File: src/rtl/checkout_monitor_if.sv
// rtl/checkout_monitor_if.sv - scan/ack inputs and alarm/counter outputs of the checkout monitor
interface checkout_monitor_if;
    logic       scan_key;
    logic       stolen;
    logic       discount;
    logic       ack;
    logic       alarm;
    logic       alarm_blink;
    logic [3:0] item_cnt;
    logic [3:0] stolen_cnt;
    logic [3:0] discount_cnt;

    modport master (
        output scan_key, stolen, discount, ack,
        input  alarm, alarm_blink, item_cnt, stolen_cnt, discount_cnt
    );

    modport slave (
        input  scan_key, stolen, discount, ack,
        output alarm, alarm_blink, item_cnt, stolen_cnt, discount_cnt
    );
endinterface

File: src/rtl/checkout_monitor.sv
// rtl/checkout_monitor.sv - scan counters with stolen-item alarm FSM and blinking alarm LED
module checkout_monitor #(
    parameter int BLINK_HALF = 25000000
) (
    input  logic               clk,
    input  logic               reset,
    checkout_monitor_if.slave  bus
);
    typedef enum logic [1:0] {ST_IDLE, ST_ALERT, ST_CLEAR} state_t;

    localparam logic [24:0] BLINK_LAST = 25'(BLINK_HALF - 1);

    state_t      r_state;
    state_t      w_next;
    logic        r_scan_q;
    logic        r_ack_q;
    logic        r_scan_block;
    logic [3:0]  r_item_cnt;
    logic [3:0]  r_stolen_cnt;
    logic [3:0]  r_discount_cnt;
    logic [24:0] r_blink_cnt;
    logic        r_blink;
    logic        w_scan_pulse;
    logic        w_ack_pulse;
    logic        w_stolen_scan;

    // A scan_key still high from before reset must fall before it can count again.
    assign w_scan_pulse  = bus.scan_key & ~r_scan_q & ~r_scan_block;
    assign w_ack_pulse   = bus.ack & ~r_ack_q;
    assign w_stolen_scan = w_scan_pulse & bus.stolen;

    always_ff @(posedge clk) begin
        if (reset) begin
            r_scan_q     <= 1'b0;
            r_ack_q      <= 1'b0;
            r_scan_block <= 1'b1;
        end else begin
            r_scan_q <= bus.scan_key;
            r_ack_q  <= bus.ack;
            if (!bus.scan_key) begin
                r_scan_block <= 1'b0;
            end
        end
    end

    always_ff @(posedge clk) begin
        if (reset) begin
            r_item_cnt     <= 4'd0;
            r_stolen_cnt   <= 4'd0;
            r_discount_cnt <= 4'd0;
        end else if (w_scan_pulse) begin
            if (r_item_cnt != 4'd15) begin
                r_item_cnt <= r_item_cnt + 4'd1;
            end
            if (bus.stolen && r_stolen_cnt != 4'd15) begin
                r_stolen_cnt <= r_stolen_cnt + 4'd1;
            end
            if (bus.discount && r_discount_cnt != 4'd15) begin
                r_discount_cnt <= r_discount_cnt + 4'd1;
            end
        end
    end

    always_ff @(posedge clk) begin
        if (reset) begin
            r_state <= ST_IDLE;
        end else begin
            r_state <= w_next;
        end
    end

    always_comb begin
        w_next = r_state;
        case (r_state)
            ST_IDLE: begin
                if (w_stolen_scan) w_next = ST_ALERT;
            end
            ST_ALERT: begin
                if (w_stolen_scan)    w_next = ST_ALERT;
                else if (w_ack_pulse) w_next = ST_CLEAR;
            end
            ST_CLEAR: begin
                if (w_stolen_scan) w_next = ST_ALERT;
                else if (!bus.ack) w_next = ST_IDLE;
            end
            default: w_next = ST_IDLE;
        endcase
    end

    // Blink phase restarts only on entry into ALERT, not on repeat stolen scans.
    always_ff @(posedge clk) begin
        if (reset) begin
            r_blink_cnt <= 25'd0;
            r_blink     <= 1'b0;
        end else if (w_next == ST_ALERT && r_state != ST_ALERT) begin
            r_blink_cnt <= 25'd0;
            r_blink     <= 1'b1;
        end else if (w_next == ST_ALERT) begin
            if (r_blink_cnt == BLINK_LAST) begin
                r_blink_cnt <= 25'd0;
                r_blink     <= ~r_blink;
            end else begin
                r_blink_cnt <= r_blink_cnt + 25'd1;
            end
        end else begin
            r_blink_cnt <= 25'd0;
            r_blink     <= 1'b0;
        end
    end

    assign bus.alarm        = (r_state == ST_ALERT);
    assign bus.alarm_blink  = r_blink;
    assign bus.item_cnt     = r_item_cnt;
    assign bus.stolen_cnt   = r_stolen_cnt;
    assign bus.discount_cnt = r_discount_cnt;
endmodule

File: src/flat_wrapper.sv
// flat-port wrapper written by rule: the top's interface ports become plain ports
module checkout_monitor_flat 
#(
    parameter int BLINK_HALF = 25000000
)
  (clk, reset, bus_scan_key, bus_stolen, bus_discount, bus_ack, bus_alarm, bus_alarm_blink, bus_item_cnt, bus_stolen_cnt, bus_discount_cnt);
  checkout_monitor_if bus_i ();
  input  logic clk;
  input  logic reset;
  input wire logic [$bits(bus_i.scan_key)-1:0] bus_scan_key;
  input wire logic [$bits(bus_i.stolen)-1:0] bus_stolen;
  input wire logic [$bits(bus_i.discount)-1:0] bus_discount;
  input wire logic [$bits(bus_i.ack)-1:0] bus_ack;
  output wire logic [$bits(bus_i.alarm)-1:0] bus_alarm;
  output wire logic [$bits(bus_i.alarm_blink)-1:0] bus_alarm_blink;
  output wire logic [$bits(bus_i.item_cnt)-1:0] bus_item_cnt;
  output wire logic [$bits(bus_i.stolen_cnt)-1:0] bus_stolen_cnt;
  output wire logic [$bits(bus_i.discount_cnt)-1:0] bus_discount_cnt;
  assign bus_i.scan_key = bus_scan_key;
  assign bus_i.stolen = bus_stolen;
  assign bus_i.discount = bus_discount;
  assign bus_i.ack = bus_ack;
  assign bus_alarm = bus_i.alarm;
  assign bus_alarm_blink = bus_i.alarm_blink;
  assign bus_item_cnt = bus_i.item_cnt;
  assign bus_stolen_cnt = bus_i.stolen_cnt;
  assign bus_discount_cnt = bus_i.discount_cnt;
  checkout_monitor #(.BLINK_HALF(BLINK_HALF)) u_core (.clk(clk), .reset(reset), .bus(bus_i));
endmodule
File: config.mk
export PLATFORM = sky130hd
export DESIGN_NAME = checkout_monitor_flat
export DESIGN_NICKNAME = d
export VERILOG_FILES = /design/src/rtl/checkout_monitor_if.sv /design/src/rtl/checkout_monitor.sv /design/src/flat_wrapper.sv
export SDC_FILE = /design/constraint.sdc
export NUM_CORES = 1
export LEC_CHECK = 0
export CAP_MARGIN = 5
export CORE_ASPECT_RATIO = 1.2
export CORE_MARGIN = 2
export CORE_UTILIZATION = 30
export DETAILED_ROUTE_END_ITERATION = 12
export PLACE_DENSITY_LB_ADDON = 0.1
export SYNTH_ARGS = -nofsm -noshare
export SYNTH_HDL_FRONTEND = slang
export SYNTH_SLANG_ARGS = --single-unit
File: constraint.sdc
create_clock -name clk -period 2.3 [get_ports clk]
set_input_delay 0.23 -clock clk [delete_from_list [all_inputs] [get_ports clk]]
set_output_delay 0.23 -clock clk [all_outputs]
set_load 0.01 [all_outputs]
# Yosys cells after proc, flatten, opt, wreduce, memory -nomap -nowiden
# Index checks and enable logic that the tools add are counted.
dict set report classes {
  add_sub_neg 4
  mul 0
  div_mod_pow 0
  order_cmp 0
  eq_ne 9
  shifts 0
  n_mux 9
  bitwise_logic 9
  reduce_logical 8
}
# op count
set op_table {}
lappend op_table {{$add 25x1->25 const B} 1}
lappend op_table {{$eq 25x25->1 const B} 1}
lappend op_table {{$add 4x1->4 const B} 3}
lappend op_table {{$ne 4x4->1 const B} 3}
lappend op_table {{$mux 2} 5}
lappend op_table {{$pmux 2 s3} 1}
lappend op_table {{$reduce_and 2->1} 3}
lappend op_table {{$not 1->1} 5}
lappend op_table {{$and 1x1->1} 4}
lappend op_table {{$eq 2x1->1 const B} 2}
lappend op_table {{$reduce_or 4->1} 1}
lappend op_table {{$logic_and 1x1->1} 3}
lappend op_table {{$mux 1} 3}
lappend op_table {{$ne 3x3->1 const B} 1}
lappend op_table {{$eq 2x2->1 const B} 1}
lappend op_table {{$logic_not 2->1} 1}
lappend op_table {{$ne 2x1->1 const B} 1}
dict set report word_totals {
  reg_bits 43
  latchBits 0
  ramBits 0
  romBits 0
  output_inout_bits 14
  elab_cells 48
  mem_count 0
}

# Logic depth before layout (Yosys ltp)
# Gate-level depths: netlist of the first run.
dict set report depth {
  ltp_word 9
  ltp_mapped 7
}

# Worst setup path after synthesis of the first run
# No wires, ideal clock.
dict set report synth_path {
  path_kind {register -> register}
  startpoint {register u_core.r_blink_cnt[0]}
  endpoint {register u_core.r_blink_cnt[22]}
  setup_ns 0.070
  arrival_ns 1.677
  t_required_ns 2.230
  slack_ns 0.553
  stages_incl_launch_ff 7
  path_buffers 1
  synth_period_minus_slack_ns 1.747
  cell_sequence {dfxtp_1 ha_1 and3_1 clkbuf_1 nand3_1 or4_1 a21oi_1}
}
dict set report synth_between {
  elab_chain_cells 2
  elab_cells_between_ends 3
}
# item line
set synth_lines {}
lappend synth_lines {{from (decl)} checkout_monitor.sv:21} ;# logic [24:0] r_blink_cnt;
lappend synth_lines {{from (signal assigned)} checkout_monitor.sv:103} ;# r_blink_cnt <= r_blink_cnt + 25'd1;
lappend synth_lines {{branches (longest 2 deep; another with $add 25x1->25)} --}
# Several ways; the timed one is not identified.
# A chain may end at the register's enable or synchronous reset.

# Worst setup path in the final report of the first run
# Ends and elaborated chain as after synthesis.

==> results of run 1 <==
==> metal layers <==
| layer | wire length [um] | GRT usage (%) | share of wire (%) | vias to the layer above |
|---|---|---|---|---|
| li1 | - | - | - | 837 |
| met1 | 1806 | 14.41 | 45 | 746 |
| met2 | 1981 | 21.38 | 50 | 25 |
| met3 | 134 | 3.248 | 3.4 | 6 |
| met4 | 70 | 4.911 | 1.8 | 0 |
| met5 | 0 | 0 | 0 | - |
==> tightest hold or removal path, delay by kind of cell, from the launching register on <==
kind / cells / cell delay, ns
and+or+nand+nor: 2 / 0.10
DFF: 1 / 0.33
==> flip-flops by register name, summed over array words and instances, names as in the netlist <==
name / cells
u_core.bus.item_cnt: 4
u_core.bus.alarm_blink: 1
u_core.bus.stolen_cnt: 4
u_core.r_scan_block: 1
u_core.bus.discount_cnt: 4
u_core.r_blink_cnt: 25
u_core.r_state: 2
u_core.r_ack_q: 1
u_core.r_scan_q: 1
==> kinds of logic (layout without fill, tap and decap cells) <==
logic type | Yosys count | after routing | synth area share, %
AND/OR/NAND/NOR | 111 | 111 | 31.34
flip-flops | 43 | 43 | 44.27
AO/OA/AOI/OAI | 26 | 26 | 8.366
XOR/XNOR | 23 | 23 | 10.36
buffers and inverters | 10 | 36 | 2.059
adder cells (fa/ha/maj) | 4 | 4 | 2.574
multiplexers | 2 | 2 | 1.030
==> synthesized netlist by cell type (2+ instances only) <==
cell type / n
o31ai_1: 6
o21ai_0: 4
or3_1: 4
inv_1: 4
and3_1: 7
xor2_1: 15
mux2i_1: 2
nand2_1: 16
nor3b_1: 3
buf_2: 2
clkbuf_1: 4
nand4_1: 8
xnor2_1: 8
nor2b_1: 3
nand3_1: 20
ha_1: 4
and4_1: 2
dfxtp_1: 43
a21oi_2: 2
nor2_1: 28
a21oi_1: 10
or4_1: 6
nor4_1: 5
==> area by class of cell <==
type                       count  area, sq um
inverter                       4        15.01
clock inverter                 3        67.56
multi-input combinational    166         1044
clock buffer                   5        68.82
sequential                    43        860.8
timing repair buffer          24        227.7
tap                           85        106.4
fill                         653         3976
==> layout by cell type (no fill, tap or decap), types with 4 or more instances in the layout <==
master	count
clkdlybuf4s50_1	19
clkbuf_8	5
nor4_1	5
nor2_1	28
inv_1	4
dfxtp_1	43
xnor2_1	8
buf_4	5
nand2_1	16
xor2_1	15
a21oi_1	10
and3_1	7
nand3_1	20
nand4_1	8
ha_1	4
or4_1	6
o31ai_1	6
or3_1	4
o21ai_0	4
==> power by group through the flow <==
stage / Sequential, mW / Combinational, mW / Clock (mW)
5_1_grt: 0.760 / 0.0561 / 0.761
4_1_cts: 0.758 / 0.0513 / 0.733
3_5_place_dp: 0.776 / 0.0510 / 0
3_3_place_gp: 0.776 / 0.0510 / 0
2_1_floorplan: 0.777 / 0.0218 / 0
6_report: 0.758 / 0.0499 / 0.703
==> final timing paths <==
kind	from	endpoint	slack, ns	cells after the start
setup / recovery	u_core.r_blink_cnt[0]$_SDFF_PP0_	u_core.r_blink_cnt[22]$_SDFF_PP0_	0.50	5
hold / removal	u_core.r_scan_block$_SDFFE_PP1N_	u_core.r_scan_block$_SDFFE_PP1N_	0.47	2
setup reg to reg	u_core.r_blink_cnt[0]$_SDFF_PP0_	u_core.r_blink_cnt[22]$_SDFF_PP0_	0.50	5
hold reg to reg	u_core.r_scan_block$_SDFFE_PP1N_	u_core.r_scan_block$_SDFFE_PP1N_	0.47	2
==> stage by stage <==
step / power [mW] / instances
global route: 1.577 / 330
global placement: 0.8270 / 322
finish: 1.511 / 330
floorplan: 0.7983 / 219
detailed placement: 0.8269 / 322
CTS: 1.543 / 330
==> results.cfg, run 1 <==
[cts]
cts.htree.levels = 2
clkTransAtPathRegs_ns = 0.09
cts_resized = 0
post_cts_buffers = 0
cts_buffers = 5
cts-root-buf = clkbuf_8
cts_hold_buf = 0
clockBufferDepth = 2
clock_latency_ns = 0.29
cts_tree = done
cts.sinks = 43

[route]
vias_per_cell = 4.891
vias = 1614
drcViolationCount = 0
drt_iter0_drc = 55
ant_nets = 0
first_pass_iters = 4
wl_per_cell_um = 12.10
wirelength_um = 3992

[sta]
max_freq_mhz = 556.1
hold_violations = 0
slew_viol_final = 0
worst_slack_ns = 0.5017
rsz0062_at_grt = no
fin_crit_ns = 1.798
finalCritPeriodShare_pct = 78.19
setup_viol = 0
finalClockSkew_ns = 0.006360
hold-worst-slack_ns = 0.4666
max-slew-margin-rel_pct = 66.75
tightest_slew_ns = 0.4972
tns_ns = 0

[critical_path]
cp.required_ns = 2.53
endpoint_kind = register
crit_type = reg -> reg
path_buf_inv = 0
path_max_fanout = 5
crit_slowest_cell = or4_1
slowest_delay_ns = 0.51
crit_family = simple AND/OR/NAND/NOR gates
crit_arrival_ns = 2.03
path_cells = ha_1 -> and3_1 -> nand3_1 -> or4_1 -> a21oi_1
critPathLaunchType = register

[synth]
syn_nets = 229
async_flop_share_pct = 0
synth-seq-cells = 43
synth.cell_area_sq_um = 1944
ys_types = 36
syn_avg_cell_area_sq_um = 8.878
synth_area_leader_cell = dfxtp_1
yosysTopAreaCellShare_pct = 44.27
yosys_warnings = 0
syn_inst = 219
synthFlopType = dfxtp_1
ys_seq_area_share_pct = 44.27
yosys-top-cells-area = dfxtp_1, xor2_1, nor2_1
synth-edff-count = 0

[finish]
n_antenna_cell = 0
final_util_pct = 37.54
drive_gt1_share_pct = 8.163
synthToLayoutAreaGrowth_pct = 22.91
nNetsFinal = 254
final_area_sq_um = 2390

[place]
routabilityCongestion = 0.7241
hpwl_um = 2828
post_dp_cell_area_sq_um = 2253
io_buffers = 19
pre_cts_ws_ns = 0.3198

[power_and_ir_drop]
swShare_pct = 19.83
leakagePower_nw = 0.7932
intPower_mw = 1.212
ir_drop_mv = 0.3145
power_density_nw_per_um2 = 632.4
netSwitchingPower_uw = 299.7
seqPwrFrac_pct = 50.2
combPwrFrac_pct = 3.3
p_clk_share_pct = 46.5

[grt]
grt_pass1_vias = 1544
grt_pass1_wl_um = 7058
antenna_found_initial = 0
grt_usage_pct = 12.34
overflow = 0
grt_start_max_net_pins = 24

[floorplanning]
fp.dieArea_sq_um = 7144
core_sq_um = 6366
start_util_pct = 30.54
die_y_um = 92.19
rows = 32
die_w_um = 77.49
io_pins = 20

[run_status]
outcome = completed

[worst_hold_path]
hp-class = reg -> reg

[job]
max-cap-violations = 0
Note: power is estimated with default switching activity, not from simulation.
==> run 2, diff against run 1 <==
==> constraint.sdc (replaced) <==
create_clock -name clk -period 1.7 [get_ports clk]
set_input_delay 0.17 -clock clk [delete_from_list [all_inputs] [get_ports clk]]
set_output_delay 0.17 -clock clk [all_outputs]
set_load 0.01 [all_outputs]
==> run 2 against run 1 <==
Against the previous run: wire length rose by 3.1%; sequential power is 36% higher; largest power group unchanged; combinational power grew 48%; register-to-register slack worse by 0.42 ns; worst setup slack lost 0.42 ns; maximum frequency grew 11%.
==> results.cfg, run 2 (synthesized netlist as in run 1, its figures left out) <==
[floorplanning]
core_sq_um = 6366
start_util_pct = 30.54
fp.dieArea_sq_um = 7144
die_w_um = 77.49
io_pins = 20
rows = 32
die_y_um = 92.19

[finish]
largest_register_ffs = 25
n_antenna_cell = 0
multiInputGateArea_sq_um = 1074
nNetsFinal = 276
regArea_sq_um = 865.8
mostFrequentLayoutCell = dfxtp_1
mostFrequentLayoutCells = dfxtp_1, nor2_1, buf_4
nFillCells = 636
drive_gt1_share_pct = 19.85
max_flop_register = u_core.r_blink_cnt
final_util_pct = 40.59
final_cells = 352
synthToLayoutAreaGrowth_pct = 32.88

[grt]
overflow = 0
grt_pass1_vias = 1591
grt_start_max_net_pins = 24
grt_usage_pct = 12.45
grt_use_met3_pct = 3.445
grt.busiest_layer = met2
antenna_found_initial = 0
grt_pass1_wl_um = 7134
grtUsageMet2_pct = 21.30
met1_usage_pct = 15.02

[route]
first_pass_iters = 4
drcViolationCount = 0
wirelength_um = 4117
vias = 1655
vias_per_cell = 4.702
drt_iter0_drc = 55
wl_per_cell_um = 11.70
ant_nets = 0

[sta]
rsz0062_at_grt = no
setup_viol = 0
worst_slack_ns = 0.07692
tns_ns = 0
max-slew-margin-rel_pct = 73.82
tightest_slew_ns = 0.3892
hold_violations = 0
finalCritPeriodShare_pct = 95.48
finalClockSkew_ns = 0.006398
fin_crit_ns = 1.623
max_freq_mhz = 616.1
slew_viol_final = 0

[run_status]
outcome = completed

[place]
hpwl_um = 3029
pre_cts_ws_ns = -0.09163
io_buffers = 19
routabilityCongestion = 0.6797
placed_cells = 344

[worst_hold_path]
hold_end = u_core.r_scan_block$_SDFFE_PP1N_
hp-class = reg -> reg
holdPathStages = 2
min-delay-start = u_core.r_scan_block$_SDFFE_PP1N_

[cts]
clockBufferDepth = 2
cts_tree = done
clkTransAtPathRegs_ns = 0.08
cts.sinks = 43
clock_latency_ns = 0.29
post_cts_buffers = 0
cts_buffers = 5
cts-root-buf = clkbuf_8
cts.htree.levels = 2

[job]
max-cap-violations = 0

[critical_path]
r2r_start = u_core.r_blink_cnt[7]$_SDFF_PP0_
crit_family = simple AND/OR/NAND/NOR gates
path_cells = nand4_4 -> or4_4 -> or3_1 -> a21oi_2
r2r_end = u_core.r_blink_cnt[17]$_SDFF_PP0_
crit_arrival_ns = 1.85
path_buf_inv = 0
r2r_slack_ns = 0.08
reg2regPathDepth = 4
crit_type = reg -> reg
critPathLaunchType = register
endpoint_kind = register
path_max_fanout = 4
cp.required_ns = 1.93
slowest_delay_ns = 0.55
crit_slowest_cell = or4_4

[power_and_ir_drop]
power_density_nw_per_um2 = 744.8
ir_drop_mv = 0.4091
leakagePower_nw = 0.9076
==> run 2: area by class of cell <==
type	instances	share of cell area, %
inverter	4	0.5811
clock buffer	6	3.196
tap	85	4.116
sequential	43	33.51
clock inverter	2	1.356
multi-input combinational	166	41.55
timing repair buffer	46	15.69
==> run 2: through the flow <==
step / power (mW) / cell area, sq um / hold WS [ns]
floorplan: 1.080 / 1946 / 0.2391
global placement: 1.124 / 2431 / 0.4562
detailed placement: 1.124 / 2431 / 0.4588
CTS: 1.967 / 2551 / 0.4679
global route: 2.012 / 2584 / 0.4584
finish: 1.924 / 2584 / 0.4658
==> run 2: power breakdown <==
part           internal [mW]  switching [mW]  total, mW  leakage [nW]
clock network          0.476           0.350      0.825        0.0612
registers               1.02         0.00878       1.03         0.350
logic                 0.0419          0.0318     0.0737         0.497
total                   1.53           0.390       1.92         0.908
==> run 2: worst max-delay path by stage <==
stage | endpoint | start | cells past startpoint | slack, ns
6_report | u_core.r_blink_cnt[17]$_SDFF_PP0_ | u_core.r_blink_cnt[7]$_SDFF_PP0_ | 4 | 0.08
5_1_grt | u_core.r_blink_cnt[18]$_SDFF_PP0_ | u_core.r_blink_cnt[7]$_SDFF_PP0_ | 4 | 0.003
4_1_cts | u_core.r_blink_cnt[22]$_SDFF_PP0_ | u_core.r_blink_cnt[0]$_SDFF_PP0_ | 5 | 0.008
3_5_place_dp | u_core.r_blink_cnt[21]$_SDFF_PP0_ | bus_stolen | 7 | -0.09
3_3_place_gp | u_core.r_blink_cnt[21]$_SDFF_PP0_ | bus_stolen | 7 | -0.07
2_1_floorplan | u_core.r_blink_cnt[22]$_SDFF_PP0_ | u_core.r_blink_cnt[0]$_SDFF_PP0_ | 6 | 0.04
==> run 2: repair_timing <==
action | in CTS | in global routing
hold endpoints to repair | 0 | 0
setup endpoints to repair | 1 | 25
pin swaps | 0 | 0
gates resized for setup | 1 | 12
hold buffers | 0 | 0
==> run 2: tightest hold or removal path: stages (launching register included) <==
cell and delay, ns:
dfxtp_1 0.33, nand2_1 0.06, nand2_1 0.04
==> run 2: routing by layer <==
layer | vias to the layer above | part of all wire, %
met4 | 0 | 0.73
li1 | 881 | -
met2 | 21 | 50
met3 | 2 | 3.3
met5 | - | 0
met1 | 751 | 46
==> run 3, diff against run 2 <==
==> constraint.sdc (replaced) <==
create_clock -name clk -period 1.7 [get_ports clk]
set_input_delay 0.51 -clock clk [delete_from_list [all_inputs] [get_ports clk]]
set_output_delay 0.51 -clock clk [all_outputs]
set_load 0.01 [all_outputs]
==> run 3 against run 2 <==
Against the previous run: clock-buffer cell count increased by 2; final cell count increased by 2.6%; die area unchanged; design area increased by 5.3%; worst setup slack got worse by 0.039 ns; clock power decreased by 14%; clock skew decreased by 0.0022 ns; maximum frequency decreased by 2.4%; combinational power increased by 10%; register-to-register slack about the same; sequential power about the same.
==> results.cfg, run 3 (synthesized netlist as in run 1, its figures left out) <==
[run_status]
outcome = completed

[sta]
finalCritPeriodShare_pct = 97.79
hold_violations = 0
fin_crit_ns = 1.662
tightest_slew_ns = 0.3097
slew_viol_final = 0
finalClockSkew_ns = 0.004210
rsz0062_at_grt = yes
max-slew-margin-rel_pct = 79.16
max_freq_mhz = 601.5
tns_ns = 0
setup_viol = 0

[place]
io_buffers = 19
routabilityCongestion = 0.7217
hpwl_um = 2982
placed_cells = 348

[finish]
nNetsFinal = 285
synthToLayoutAreaGrowth_pct = 39.96
n_antenna_cell = 0
largest_register_ffs = 25
final_cells = 361
mostFrequentLayoutCells = buf_4, dfxtp_1, nor2_1
mostFrequentLayoutCell = buf_4
max_flop_register = u_core.r_blink_cnt
drive_gt1_share_pct = 27.54
nFillCells = 645

[route]
wirelength_um = 4244
drt_iter0_drc = 18
drcViolationCount = 0
first_pass_iters = 3
ant_nets = 0
vias = 1694
wl_per_cell_um = 11.76
vias_per_cell = 4.693

[power_and_ir_drop]
leakagePower_nw = 1.062
power.total_mw = 1.821
ir_drop_mv = 0.3054
power_density_nw_per_um2 = 669.2

[grt]
grt_usage_pct = 12.97
grt.busiest_layer = met2
grt_pass1_vias = 1613
grt_use_met3_pct = 3.642
grtUsageMet2_pct = 21.67
overflow = 0
grt_pass1_wl_um = 7396
met1_usage_pct = 16.31
antenna_found_initial = 0
grt_start_max_net_pins = 16

[cts]
cts.sinks = 43
cts_buffers = 5
cts-root-buf = clkbuf_8
cts.htree.levels = 2
cts_tree = done
clkTransAtPathRegs_ns = 0.08
clock_latency_ns = 0.29
clockBufferDepth = 2
cts_hold_buf = 0

[critical_path]
r2r_slack_ns = 0.07
crit_arrival_ns = 1.85
endpoint_kind = register
critPathLaunchType = input port
crit_type = in -> reg
path_max_fanout = 11
cp.required_ns = 1.89

[floorplanning]
die_w_um = 77.49
rows = 32
start_util_pct = 30.54
io_pins = 20
core_sq_um = 6366
die_y_um = 92.19
fp.dieArea_sq_um = 7144

[worst_hold_path]
hp-class = reg -> reg

[job]
max-cap-violations = 0
run 3: per-layer routing:
metal / up-vias / share of wire [%]
met3: 5 / 3.3
met5: - / 0
met1: 775 / 47
met4: 0 / 1.1
met2: 19 / 49
li1: 895 / -
run 3: final cells by class:
cell class | instances | area [sq um] | area share (%)
Clock buffer | 8 | 100.1 | 3.678
Inverter | 4 | 15.01 | 0.5517
Multi-Input combinational cell | 166 | 1121 | 41.20
Sequential cell | 43 | 875.8 | 32.18
Tap cell | 85 | 106.4 | 3.908
Timing Repair Buffer | 55 | 503.0 | 18.48
run 3: worst max-delay path, cell delays in order:
cell and delay (ns):
clkdlybuf4s50_1 0.47, nand2b_1 0.08, o211ai_1 0.23, o21bai_4 0.20, bufbuf_16 0.31, nor2_1 0.05
run 3: metrics by stage:
step	instance area [sq um]	setup WS [ns]	hold slack, ns	util [%]
2_1_floorplan	1947	0.03613	0.4360	-
3_3_place_gp	2461	-0.3880	0.4565	38.66
3_5_place_dp	2461	-0.4006	0.4568	38.66
4_1_cts	2644	0.01040	0.4745	41.53
5_1_grt	2721	-0.02750	0.5180	42.75
6_report	2721	0.03755	0.4785	42.75
run 3: where the power goes:
group | total, mW | switching [mW] | internal (mW)
clock network | 0.713 | 0.342 | 0.371
logic | 0.0811 | 0.0346 | 0.0465
registers | 1.03 | 0.00968 | 1.02
run 3: path summary, 6_finish.rpt:
path,from,end,cells past startpoint
max,bus_ack,u_core.r_blink_cnt[11]$_SDFF_PP0_,6
min,u_core.r_blink_cnt[22]$_SDFF_PP0_,u_core.r_blink_cnt[22]$_SDFF_PP0_,2
max reg2reg,u_core.r_blink_cnt[11]$_SDFF_PP0_,u_core.r_blink_cnt[17]$_SDFF_PP0_,4
min reg2reg,u_core.r_blink_cnt[22]$_SDFF_PP0_,u_core.r_blink_cnt[22]$_SDFF_PP0_,2
run 3: what timing repair did:
action | CTS | global route
gates cloned | 2 | 0
buffers inserted | 1 | 2
gates resized for setup | 27 | 20
endpoints found under the setup margin | 37 | 21
pin swaps | 0 | 3
==> variant 1, RTL diff (flow settings as in run 2) <==
Register the output `bus.alarm`, without a reset; this adds one clock of latency there.
--- a/src/rtl/checkout_monitor.sv
+++ b/src/rtl/checkout_monitor.sv
@@ -110,3 +110,5 @@
 
-    assign bus.alarm        = (r_state == ST_ALERT);
+    always_ff @(posedge clk) begin
+        bus.alarm <= (r_state == ST_ALERT);
+    end
     assign bus.alarm_blink  = r_blink;
Function: changed (Yosys sat finds a counterexample within 4 cycles, from zero or initial values and one cycle with reset high).
==> variant 1 against run 2 <==
The run now ends with negative setup slack left. Total power is 4.2% higher. Worst setup slack got worse by 0.14 ns. Wire length rose by 3.0%. Area after synthesis is 2.4% higher. Non-clock buffer count is 8 higher. Critical path depth up 4. Die area grew 2.3%. Sequential cell count grew 1. Design area increased by 6.7%. Critical endpoint is now u_core.r_blink_cnt[21]. Highest routed layer unchanged.
==> variant 1: results (changes against run 2) <==
Critical path
  • Crit-path leading delay family: buffers and inverters
  • Critical-path top delay cell: dfxtp_2
  • Critical-path maximum fanout: 5 (+1)
  • Crit-path max cell delay: 0.36 ns (-0.19 ns)
  • Crit path DAT: 1.94 ns (+0.09 ns)

Logic synthesis
  • Complex-gate fraction of the synthesized area: 11.4% (+3.0 points)
  • Mux contribution to synthesized area: 0.503% (-0.53 points)
  • Synth top cells by count: dfxtp_1, nor2_1, nand3_1
  • Synth Instances: 219 (unchanged)
  • Ranking of synthesized cells by area: dfxtp_1, xor2_1, nand3_1, nor2_1, a21oi_1
  • Primary FF master, synth: dfxtp_1
  • Post-synthesis xor/xnor area fraction: 8.36% (-2.0 points)
  • Sequential area share after synthesis: 44.2% (about the same)
  • Post-synthesis adder-cell area fraction: 2.51% (-0.060 points)

Global routing
  • Vias in the first global route: 1656 (+4.1%)
  • First-pass GRT wire length: 7.05 mm (-1.2%)
  • Gr usage total: 11.9% (-0.50 points)
  • Largest net degree at the start of global routing: 20 (-17%)

Status
  • Status: complete, but fails checks
  • Violated checks: negative setup slack

Finish
  • Max reg flops: 25 (unchanged)
  • Final nets: 281 (+1.8%)
  • Layout cells sized above 1: 24.6% (+4.8 points)
  • Top reg by flops: u_core.r_blink_cnt

STA
  • Setup WS post-layout: -0.0642 ns (-0.141 ns)
  • Final setup violation count: 26 (+26)
  • Clock skew: 0.00231 ns (-0.00409 ns)
  • Max_slew headroom: 81.8% (+8.0 points)
  • Hold slack: 0.456 ns (-0.0102 ns)
  • Final TNS setup: -1.03 ns (-1.03 ns)

Place
  • Placer congestion estimate: 0.698 (+2.7%)
  • Placed cells: 342 (-0.58%)
  • HPWL after DPL: 2.82 mm (-6.8%)
  • Placed cell area: 2450 µm² (+0.67%)
  • Setup WS pre-CTS: 0.0205 ns (+0.112 ns)

Power and ir drop
  • Peak VDD IR: 381 µV (-7.0%)
  • Pint: 1600 µW (+4.6%)
  • Lkg Pwr: 0.000998 µW (+10%)

Routing
  • Final WL: 4.24 mm (+3.0%)
  • Average wire per standard cell: 11.9 µm (+1.5%)
  • Via/cell ratio: 4.80 (+2.1%)
  • First DRT Iteration DRCs: 43 (-22%)

CTS
  • Root buf cell: clkbuf_8
  • Max clock buf depth: 2 (unchanged)

Hold path
  • Hold WC Path Type: in -> reg
variant 1: cell count changes after synthesis, moves of 3 or more:
cell     before  now
xnor2_1       8    4
nor2_1       28   24
nor4_1        5    2
buf_6         0    3
a21oi_1      10   17
nand2_1      16   13
variant 1: routing by layer:
metal  GRT usage [%]  vias to the layer above  wire, µm
li1                -                      894         -
met1            14.0                      790      1940
met2            21.1                       25      2110
met3            2.22                        4       127
met4            5.26                        0        65
met5               0                        -         0
variant 1: cell type report:
| class | instances | area, µm² |
|---|---|---|
| Fill cell | 641 | 3690 |
| Multi-Input combinational cell | 160 | 1110 |
| Sequential cell | 44 | 885 |
| Timing Repair Buffer | 54 | 512 |
| Tap cell | 85 | 106 |
| Clock buffer | 7 | 96.3 |
| Clock inverter | 1 | 30.0 |
| Inverter | 6 | 22.5 |
variant 1: repair_timing:
action | in CTS | in global routing
setup buffers | 0 | 4
setup endpoints to repair | 0 | 26
resized for setup | 0 | 24
variant 1: tightest hold or removal path: cells and delay by family:
kind / cells / cell delay [ns]
buf+inv: 2 / 0.50
simple gates: 1 / 0.04
variant 1: worst paths after layout:
check	endpoint	cells past startpoint	from
max	u_core.r_blink_cnt[21]	8	u_core.r_blink_cnt[0]
min reg2reg	u_core.r_scan_block	2	u_core.r_scan_block
min	u_core.r_ack_q	3	bus_ack
max reg2reg	u_core.r_blink_cnt[21]	8	u_core.r_blink_cnt[0]
variant 1: power by group through the flow:
stage               Combinational (µW)  Clock (µW)  Sequential [µW]
global placement                  74.2           0             1070
floorplan                         32.4           0             1080
global route                      89.0         940             1050
CTS                               73.8         913             1050
detailed placement                73.4           0             1080
finish                            79.3         876             1050
==> variant 2, RTL diff (flow settings as in run 2) <==
Without the edit above. `BLINK_HALF` is set to 25000000 in 2 places; all go to 16777216.
--- a/src/rtl/checkout_monitor.sv
+++ b/src/rtl/checkout_monitor.sv
@@ -2,3 +2,3 @@
 module checkout_monitor #(
-    parameter int BLINK_HALF = 25000000
+    parameter int BLINK_HALF = 16777216
 ) (
--- a/src/flat_wrapper.sv
+++ b/src/flat_wrapper.sv
@@ -3,3 +3,3 @@
 #(
-    parameter int BLINK_HALF = 25000000
+    parameter int BLINK_HALF = 16777216
 )
Formal check against the unedited RTL: same outputs for any inputs over 10 cycles, from zero or initial values and one cycle with reset high; that may be too few to reach the edited logic, so the function may still have changed.
==> variant 2 against run 2 <==
Design area grew 1.4%. Area after synthesis shrank 0.84%. Worst setup slack lost 0.018 ns. Fmax shrank 1.1%. Total power shrank 10%. Sequential cell count is the same. Wire length shrank 2.3%.
==> variant 2: results (changes against run 2) <==
Routing
  • Via/cell ratio: 4.70 (-0.13%)
  • Average wire per standard cell: 11.3 µm (-3.1%)
  • WL met3: 128 µm (-6.6%)
  • ANT nets after route: 0 (unchanged)
  • M1 wire length: 1.91 mm (+1.1%)
  • DR top layer: met4
  • Met2 WL post-DR: 1.95 mm (-5.2%)
  • First DRT Iteration DRCs: 89 (+62%)

STA
  • Clock skew: 0.00890 ns (+0.00250 ns)
  • Least-Margin Pin Slew: 0.298 ns (-0.0913 ns)

Finish
  • Layout cells sized above 1: 25.6% (+5.7 points)
  • Fin cells: 355 (+0.85%)
  • Ant diodes: 0 (unchanged)
  • Final nets: 279 (+1.1%)

Logic synthesis
  • Post-Syn Area per Cell: 9.09 µm² (+2.4%)
  • Sequential area share after synthesis: 44.6% (+0.37 points)
  • Synth top cells by count: dfxtp_1, nor2_1, nand2_1
  • Ranking of synthesized cells by area: dfxtp_1, xor2_1, nor2_1, nand3_1, a21oi_1
  • Yosys cell types: 39 (+8.3%)
  • Post-synth top area share: 44.6% (+0.37 points)
  • Post-Syn Nets: 222 (-3.1%)
  • Asr flop ratio synth: 0% (unchanged)

Global routing
  • Met1 GRT Util: 15.1% (+0.098 points)
  • First-pass GRT wire length: 7.13 mm (unchanged)
  • Vias in the first global route: 1601 (+0.63%)
  • Gr usage total: 12.5% (+0.052 points)
  • Routing usage on met3: 3.54% (+0.098 points)
  • Met2 GRT Util: 21.1% (-0.22 points)
  • Initial antenna violation count: 0 (unchanged)
  • Largest net degree at the start of global routing: 19 (-21%)

CTS
  • Clk_lat worst skew: 0.29 ns (about the same)
  • Num CTS Buffers: 5 (unchanged)
  • Clock slew at reported path FFs: 0.08 ns (about the same)
  • Htree depth: 2 (unchanged)
  • Root buf cell: clkbuf_8

Power and ir drop
  • Lkg Pwr: 0.000936 µW (+3.1%)
  • Peak VDD IR: 436 µV (+6.6%)
  • Pint: 1350 µW (-12%)

Critical path
  • Crit path DAT: 1.83 ns (-0.02 ns)
  • Crit-path leading delay family: simple AND/OR/NAND/NOR gates
  • Critical-path top delay cell: or4_4
  • Crit-path max cell delay: 0.54 ns
  • Critical-path maximum fanout: 3 (-1)

Place
  • PortBufs: 19 (unchanged)
  • HPWL after DPL: 3.04 mm (+0.25%)
  • Placer congestion estimate: 0.716 (+5.3%)
  • Setup WS pre-CTS: -0.113 ns (-0.0212 ns)
  • Placed cell area: 2450 µm² (+0.72%)
  • Placed cells: 345 (+0.29%)

Status
  • Status: complete, no violations

Hold path
  • Hold WC Path Type: reg -> reg
==> variant 2: final timing paths <==
kind / start / end / slack, ns / cells after the start
worst max-delay path: u_core.r_blink_cnt[20] / u_core.bus.alarm_blink / 0.06 / 4
worst min-delay path: u_core.r_scan_block / u_core.r_scan_block / 0.48 / 2
worst max register to register: u_core.r_blink_cnt[20] / u_core.bus.alarm_blink / 0.06 / 4
worst min register to register: u_core.r_scan_block / u_core.r_scan_block / 0.48 / 2
==> variant 2: cell families after synthesis <==
family                     synth area share [%]
adders and majority gates                  2.60
muxes                                      1.04
DFF                                        44.6
and+or+nand+nor                            29.7
buffers and inverters                      3.44
AOI/OAI and AO/OA                          9.09
xor gates and xnor gates                   9.54
==> variant 2: power by group through the flow <==
stage | clock network (µW) | logic, µW | registers (µW)
after floorplan | 0 | 30.1 | 1050
after global placement | 0 | 75.3 | 1050
after detailed placement | 0 | 75.4 | 1050
after CTS | 665 | 78.1 | 1030
after global routing | 703 | 85.7 | 1030
final | 624 | 77.1 | 1030
==> variant 2: area by class of cell <==
type | instances | area, µm²
fill | 672 | 3710
sequential | 43 | 873
tap | 85 | 106
inverter | 6 | 22.5
multi-input combinational | 157 | 1050
timing repair buffer | 56 | 484
clock inverter | 2 | 12.5
clock buffer | 6 | 72.6
==> variant 2: timing repair <==
action | CTS | global route
resized for setup | 3 | 16
endpoints found under the hold margin | 0 | 0
setup buffers | 1 | 1
setup endpoints to repair | 16 | 6
pin swaps | 1 | 3
hold buffers | 0 | 0
==> variant 2: worst register-to-register path, stage by stage (launching register included) <==
cell	delay (ns)
dfxtp_2	0.34
nand4_1	0.13
or4_4	0.54
or3_1	0.35
and3_1	0.18
